==> src/rtl/if_pkg.sv <==
// Shared types and defaults for the instruction-fetch block.
package if_pkg;

    localparam logic [31:0] RESET_PC_DEF = 32'h0000_3000;
    localparam int          IM_WORDS_DEF = 4096;

    typedef enum logic {
        RUN   = 1'b0,
        FAULT = 1'b1
    } state_e;

    typedef struct packed {
        logic [31:0] instr;
        logic [31:0] pc;
    } fetch_entry_t;

endpackage

==> src/rtl/fetch_queue.sv <==
// Two-entry FIFO of fetched instruction/PC pairs; flush beats push/pop.
module fetch_queue
    import if_pkg::*;
(
    input  logic         clk,
    input  logic         reset_n,
    input  logic         push,
    input  logic         pop,
    input  logic         flush,
    input  fetch_entry_t din,
    output logic [1:0]   count,
    output fetch_entry_t head
);

    fetch_entry_t e0_q, e0_d;
    fetch_entry_t e1_q, e1_d;
    logic [1:0]   cnt_q, cnt_d;
    logic         do_pop;
    logic         do_push;

    assign do_pop  = pop & (cnt_q != 2'd0);
    assign do_push = push & ((cnt_q != 2'd2) | do_pop);

    always_comb begin
        e0_d  = e0_q;
        e1_d  = e1_q;
        cnt_d = cnt_q;
        if (flush) begin
            cnt_d = 2'd0;
        end else begin
            case ({do_push, do_pop})
                2'b11: begin
                    if (cnt_q == 2'd1) begin
                        e0_d = din;
                    end else begin
                        e0_d = e1_q;
                        e1_d = din;
                    end
                end
                2'b01: begin
                    e0_d  = e1_q;
                    cnt_d = cnt_q - 2'd1;
                end
                2'b10: begin
                    if (cnt_q == 2'd0) e0_d = din;
                    else               e1_d = din;
                    cnt_d = cnt_q + 2'd1;
                end
                default: ;
            endcase
        end
    end

    always_ff @(posedge clk or negedge reset_n) begin
        if (!reset_n) begin
            e0_q  <= '0;
            e1_q  <= '0;
            cnt_q <= 2'd0;
        end else begin
            e0_q  <= e0_d;
            e1_q  <= e1_d;
            cnt_q <= cnt_d;
        end
    end

    assign count = cnt_q;
    assign head  = e0_q;

endmodule

==> src/rtl/im_fetch_ctrl.sv <==
// Fetch sequencer: owns the PC, checks legality, feeds the fetch queue.
module im_fetch_ctrl
    import if_pkg::*;
#(
    parameter logic [31:0] RESET_PC = RESET_PC_DEF,
    parameter int          IM_WORDS = IM_WORDS_DEF
) (
    input  logic        clk,
    input  logic        reset_n,
    output logic [31:0] im_addr,
    input  logic [31:0] im_data,
    input  logic        redirect_valid,
    input  logic [31:0] redirect_pc,
    input  logic        id_ready,
    output logic        if_valid,
    output logic [31:0] if_instr,
    output logic [31:0] if_pc,
    output logic        fault
);

    // 33-bit end bound so the top of the window cannot wrap
    localparam logic [32:0] PC_END =
        {1'b0, RESET_PC} + (33'(IM_WORDS) << 2);

    state_e       state_q, state_d;
    logic [31:0]  pc_q, pc_d;
    logic         pc_legal;
    logic         push;
    logic         pop;
    logic [1:0]   count;
    fetch_entry_t head;
    fetch_entry_t din;

    assign pc_legal = (pc_q[1:0] == 2'b00)
                    && (pc_q >= RESET_PC)
                    && ({1'b0, pc_q} < PC_END);

    assign pop  = if_valid & id_ready;
    assign push = (state_q == RUN) & pc_legal
                & ((count != 2'd2) | pop)
                & ~redirect_valid;

    assign din.instr = im_data;
    assign din.pc    = pc_q;

    fetch_queue u_queue (
        .clk     (clk),
        .reset_n (reset_n),
        .push    (push),
        .pop     (pop),
        .flush   (redirect_valid),
        .din     (din),
        .count   (count),
        .head    (head)
    );

    always_comb begin
        state_d = state_q;
        pc_d    = pc_q;
        if (redirect_valid) begin
            state_d = RUN;
            pc_d    = redirect_pc;
        end else if (state_q == RUN) begin
            if (!pc_legal)  state_d = FAULT;
            else if (push)  pc_d    = pc_q + 32'd4;
        end
    end

    always_ff @(posedge clk or negedge reset_n) begin
        if (!reset_n) begin
            state_q <= RUN;
            pc_q    <= RESET_PC;
        end else begin
            state_q <= state_d;
            pc_q    <= pc_d;
        end
    end

    assign im_addr  = pc_q;
    assign if_valid = (count != 2'd0);
    assign if_instr = if_valid ? head.instr : 32'd0;
    assign if_pc    = if_valid ? head.pc : 32'd0;
    assign fault    = (state_q == FAULT);

endmodule

==> config.mk <==
export PLATFORM = sky130hd
export DESIGN_NAME = im_fetch_ctrl
export DESIGN_NICKNAME = d
export VERILOG_FILES = /design/src/rtl/if_pkg.sv /design/src/rtl/fetch_queue.sv /design/src/rtl/im_fetch_ctrl.sv
export SDC_FILE = /design/constraint.sdc
export NUM_CORES = 1
export LEC_CHECK = 0
export ABC_AREA = 1
export BUFFER_PORTS_ARGS = -buffer_cell sky130_fd_sc_hd__buf_4
export CORE_ASPECT_RATIO = 0.6
export CORE_MARGIN = 2
export CORE_UTILIZATION = 50
export DETAILED_ROUTE_END_ITERATION = 10
export PLACE_DENSITY = 0.73
export SYNTH_ARGS = -nofsm -noshare
export SYNTH_HDL_FRONTEND = slang
export SYNTH_SLANG_ARGS = --single-unit
export TNS_END_PERCENT = 50
==> constraint.sdc <==
create_clock -name clk -period 4.9 [get_ports clk]
set_clock_uncertainty 0.2 [all_clocks]
set_input_delay 0.245 -clock clk [delete_from_list [all_inputs] [get_ports clk]]
set_output_delay 0.245 -clock clk [all_outputs]
set_load 0.005 [all_outputs]
==> impl_metrics.yaml, run 1 <==
outcome:
  status: "complete, no violations"
setup_path:
  path_common_cell: "nand2_1"
  worst-path-buf-inv: 2
  critical_path.max_fanout: 66
  cp_slowest_stage_delay_ns: 0.62
  path_class: "reg -> reg"
  slowest_stage: "dfstp_2"
  endpoint_kind: "flop"
  crit_cells: 12
  reg2reg_depth: 12
  cp.arrival_ns: 3.63
  critPathTopFamily: "simple AND/OR/NAND/NOR gates"
  worstPathCellList: "nand2_1 -> nand2_1 -> nand4_2 -> nor2_2 -> nand2_1 -> nor2_1 -> ha_2 -> buf_4 -> nand2_1 -> o211ai_1 -> buf_4 -> o21ai_0"
  critPathLaunchType: "flop"
  required_ns: 4.98
drt:
  avgRoutedWirePerCell_um: 15.7
  vias: 9100
  drt_iter0_drc: 1013
  dr.pass1.iters: 6
  via_per_inst: 5.38
  route.detailed.drc: 0
  postRouteAntennaNets: 0
  routed_wirelength_um: 26600
die:
  rows: 38
  core_mm2: 0.0179
  die_w_um: 178
  pin_count: 166
  die_y_um: 108
  initial_core_util_pct: 50.6
  dieArea_mm2: 0.0193
synth:
  ys.flop_type: "dfrtp_1"
  synth_fp_nets: 1343
  synth_top_area_share_pct: 44.4
  synth-compound-area-share_pct: 15.6
  avgSynthCellArea_um2: 7.16
  synthDistinctLibCells: 29
  synthXorXnorAreaFrac_pct: 0.868
  ys_seq_area_share_pct: 45.0
  synth_seq_cells: 163
  async_flop_share_pct: 100
  synth-edff-count: 0
  yosysMostFrequentCell: "nand2_1"
  synth_top_family_by_area: "simple AND/OR/NAND/NOR gates"
  yosys-top-cells-count: "nand2_1 (453), dfrtp_1 (161), inv_1 (134)"
  synthTopCellsByArea: "dfrtp_1 (44%), nand2_1 (19%), a32oi_1 (6.2%)"
  muxShareOfSynthArea_pct: 0
  ys_warn_count: 0
  synth_fa_ha_area_share_pct: 1.10
  syn_inst: 1267
  synth_top_area_cell: "dfrtp_1"
  synth-simple-area-share_pct: 27.3
  synth_area_mm2: 0.00908
sta:
  slew_headroom_pct: 21.7
  finalMaxSlewViolations: 0
  max_freq_mhz: 281
  finalCritPeriodShare_pct: 72.5
  rsz0062_at_grt: "false"
  setup_tns_ns: 0
  worstMarginPinSlew_ns: 1.17
  hold_viol_final: 0
  hold-worst-slack_ns: 0.0786
  finalSetupViolations: 0
  postLayoutSetupSlackWorst_ns: 1.35
  fin_crit_ns: 3.55
run:
  drv.max_cap_violation_count: 0
grt:
  antenna_found_initial: 0
  grt_pass1_wl_um: 42000
  grt_overflow: 0
  grt.total_usage_pct: 27.7
  grt_max_degree: 164
  grt_pass1_vias: 8172
hold_path:
  hold_path_depth: 3
  worstHoldPathType: "in -> reg"
clocking:
  cts.clk_slew.worst_paths_ns: 0.07
  cts_made_buffers: 17
  post_cts_resized: 0
  clk_latency_ns: 0.43
  postCtsSetupBuffers: 0
  htreeDepth: 4
  cts_tree: "done"
  clockBufferDepth: 2
  cts_sinks: 163
  cts_root_buf: "clkbuf_16"
final_layout:
  nets: 1515
  fill_cells: 1563
  register_area_mm2: 0.00408
  diodes: 0
  multi_input_area_mm2: 0.00409
  drive_gt1_share_pct: 15.4
  syn2layout_area_growth_pct: 28.0
  final_area_mm2: 0.0116
place:
  port_buffers: 165
  postPlaceCellArea_mm2: 0.0104
  globalplace.congestion: 0.799
  pre_cts_slack_ns: 1.39
  hpwl_um: 15300
pwr:
  ir_drop_mv: 0.252
  powerDensity_mw_per_mm2: 420
  p_leak_nw: 5.56
  total_power_w: 0.00488
-- final timing paths --
check	from	endpoint	slack, ns
worst min register to register	u_queue.head[45]$_DFFE_PN0P_	u_queue.head[45]$_DFFE_PN0P_	0.27
max in group asynchronous	reset_n	u_queue.head[58]$_DFFE_PN0P_	3.52
worst max-delay path	im_addr[12]$_DFFE_PN1P_	u_queue.e1_q[47]$_DFFE_PN0P_	1.35
worst min-delay path	redirect_valid	im_addr[16]$_DFFE_PN0P_	0.08
worst max register to register	im_addr[12]$_DFFE_PN1P_	u_queue.e1_q[47]$_DFFE_PN0P_	1.35
min in group asynchronous	reset_n	u_queue.head[18]$_DFFE_PN0P_	0.32
-- cell type report --
cell class	count	share of cell area [%]
inverter	136	4.41
multi-input combinational	877	35.2
tap	240	2.59
timing repair buffer	244	17.4
sequential	163	35.1
clock inverter	13	1.50
clock buffer	19	3.73
-- timing repair --
action                                 in CTS  in global routing
hold buffers                               65                  0
setup endpoints to repair                   0                  0
endpoints found under the hold margin     237                  0
-- sequential cells by signal, summed over array words and instances, names as in the netlist --
signal and flops:
u_queue.head 64, u_queue.e1_q 64, fault 1, u_queue.count 2, im_addr 32
-- cells in the final DEF (no fill, tap or decap), drive strengths merged, types with 2 or more instances in the layout --
cell type	count
nand2	455
buf	179
dfrtp	161
inv	141
o21ai	97
nor2	89
nand3	76
a21oi	70
dlygate4sd3	65
a32oi	64
clkbuf	19
xor2	8
ha	8
bufinv	3
clkinv	3
nor3	3
clkinvlp	2
dfstp	2
nand4	2
-- logic make-up after synthesis --
| kind of cell | count (synthesis) |
|---|---|
| AOI/OAI and AO/OA | 234 |
| xor gates and xnor gates | 9 |
| adders and majority gates | 8 |
| buffers and inverters | 227 |
| DFF | 163 |
| and+or+nand+nor | 626 |
-- power breakdown --
group / leakage (nW) / switching (W) / internal (W)
Combinational: 3.12 / 0.00101 / 0.000665
Sequential: 2.15 / 0.000188 / 0.00162
Clock: 0.291 / 0.000590 / 0.000815
Total: 5.56 / 0.00178 / 0.00310
-- layer usage --
metal,global-route usage [%],share of wire [%],routed length [um],vias up
li1,-,-,-,4419
met4,6.97,1.0,267,0
met2,42.6,44,11600,468
met3,5.10,9.0,2380,26
met5,0,0,0,-
met1,40.6,46,12300,4187
-- worst min-delay path, cell delays in order --
cell	delay, ns
buf_4	0.26
nand2_1	0.11
o21ai_1	0.05
-- metrics by stage --
stage / utilization (%) / std cells
after floorplan: - / 1267
after global placement: 57.8 / 1595
after detailed placement: 57.8 / 1595
after CTS: 64.8 / 1692
after global routing: 64.8 / 1692
final: 64.8 / 1692
(Power assumes the default switching activity.)
==> run 2, diff against run 1 <==
PLACE_DENSITY = 0.76   (was 0.73)
clock period = 3.2 ns   (was 4.9 ns; I/O delays follow)
==> run 2 against run 1 <==
Compared with the run above:
- highest routed layer unchanged
- first-iteration DRC count fell by 5.3%
- global-route usage is 1.0 points higher
- largest power group unchanged
- setup slack got worse by 1.1 ns
- register-to-register slack worse by 1.1 ns
- utilization increased by 1.1 points
- via count grew 1.5%
- sequential power rose by 54%
- non-clock buffer count is 23 higher
- critical path depth rose by 1
- total power rose by 52%
- maximum frequency up 22%
==> impl_metrics.yaml, run 2 (same netlist as run 1, synthesis figures left out) <==
outcome:
  status: "complete, no violations"
setup_path:
  cp.arrival_ns: 3.08
  endpoint_kind: "flop"
  critical_path.max_fanout: 38
  path_class: "reg -> reg"
  required_ns: 3.36
  critPathLaunchType: "flop"
clocking:
  cts_made_buffers: 17
  cts_root_buf: "clkbuf_16"
  cts.clk_slew.worst_paths_ns: 0.07
  clockBufferDepth: 2
  clk_latency_ns: 0.42
  htreeDepth: 4
  cts_tree: "done"
  cts_sinks: 163
die:
  core_mm2: 0.0179
  die_w_um: 178
  rows: 38
  initial_core_util_pct: 50.6
  pin_count: 166
  die_y_um: 108
  dieArea_mm2: 0.0193
drt:
  postRouteAntennaNets: 0
  via_per_inst: 5.39
  wl_met1_um: 12200
  drt_iter0_drc: 959
  dr.pass1.iters: 5
  routed-wl-met3_um: 2210
  wl_met2_um: 12000
  avgRoutedWirePerCell_um: 15.6
  route.detailed.drc: 0
  routed_wirelength_um: 26800
  highest_layer: "met4"
  vias: 9240
final_layout:
  nets: 1538
  drive_gt1_share_pct: 16.2
  syn2layout_area_growth_pct: 30.2
  most-common-layout-cells: "nand2_1 (453), buf_4 (185), dfrtp_1 (161)"
  diodes: 0
  fin_cells: 1715
  final_common_cell: "nand2_1"
grt:
  grt_pass1_vias: 8628
  grt_max_degree: 87
  grt_pass1_wl_um: 44000
  grt.total_usage_pct: 28.8
  grt_overflow: 0
  antenna_found_initial: 0
pwr:
  powerDensity_mw_per_mm2: 626
  ir_drop_mv: 0.407
  p_leak_nw: 5.65
sta:
  hold_viol_final: 0
  worstMarginPinSlew_ns: 0.815
  max_freq_mhz: 343
  finalCritPeriodShare_pct: 91.2
  finalSetupViolations: 0
  setup_tns_ns: 0
  slew_headroom_pct: 45.7
  rsz0062_at_grt: "false"
  finalMaxSlewViolations: 0
  fin_crit_ns: 2.92
place:
  port_buffers: 165
  dp.cells: 1609
  hpwl_um: 16300
  globalplace.congestion: 0.816
run:
  drv.max_cap_violation_count: 0
hold_path:
  worstHoldPathType: "in -> reg"
-- run 2: cell type report --
cell class / count / area [um2]
Clock inverter: 13 / 125
Tap cell: 240 / 300
Timing Repair Buffer: 267 / 2260
Sequential cell: 163 / 4080
Clock buffer: 19 / 443
Multi-Input combinational cell: 877 / 4100
Fill cell: 1491 / 6100
Inverter: 136 / 512
-- run 2: power breakdown --
part	leakage [nW]	internal, W	switching (W)
sequential	2.15	0.00248	0.000301
clock	0.269	0.00111	0.000890
combinational	3.23	0.00107	0.00155
-- run 2: final timing paths --
| kind | from | endpoint | slack (ns) | depth (start not counted) |
|---|---|---|---|---|
| max in group asynchronous | reset_n | u_queue.head[1]$_DFFE_PN0P_ | 1.79 | 3 |
| max reg2reg | im_addr[24]$_DFFE_PN0P_ | u_queue.head[61]$_DFFE_PN0P_ | 0.28 | 13 |
| min reg2reg | u_queue.head[21]$_DFFE_PN0P_ | u_queue.head[21]$_DFFE_PN0P_ | 0.27 | 2 |
| min in group asynchronous | reset_n | u_queue.head[19]$_DFFE_PN0P_ | 0.17 | 2 |
| min | redirect_valid | im_addr[29]$_DFFE_PN0P_ | 0.01 | 3 |
| max | im_addr[24]$_DFFE_PN0P_ | u_queue.head[61]$_DFFE_PN0P_ | 0.28 | 13 |
-- run 2: metal layers --
layer | vias up | GRT usage [%]
met4 | 0 | 7.67
met1 | 4320 | 42.1
met2 | 429 | 44.6
met3 | 37 | 4.40
li1 | 4454 | -
met5 | - | 0
-- run 2: worst max-delay path, stage by stage, from the launching register on --
cell,delay (ns)
dfrtp_1,0.44
nor2_1,0.18
nand2_1,0.07
nor2_1,0.10
nand2_1,0.11
nor2_2,0.13
nand2_1,0.18
nor2_2,0.25
ha_4,0.42
buf_12,0.25
a21oi_1,0.06
a32oi_1,0.21
nand3_1,0.13
nand2_1,0.10
-- run 2: metrics by stage --
step	utilization [%]	worst slack [ns]	area [um2]	total power [W]	hold WS (ns)
final	65.9	0.282	11800	0.00740	0.0120
after global routing	65.9	0.0188	11800	0.00788	0.0385
after CTS	65.9	0.148	11800	0.00740	0.00497
after detailed placement	58.6	0.173	10500	0.00532	0.0764
after global placement	58.6	0.297	10500	0.00526	0.0776
after floorplan	-	0.556	9080	0.00424	-0.336
-- run 2: timing repair --
| item | in CTS | in global routing |
|---|---|---|
| hold buffers | 74 | 0 |
| hold endpoints to repair | 177 | 0 |
| setup buffers | 0 | 0 |
| resized for setup | 0 | 3 |
| endpoints found under the setup margin | 0 | 52 |
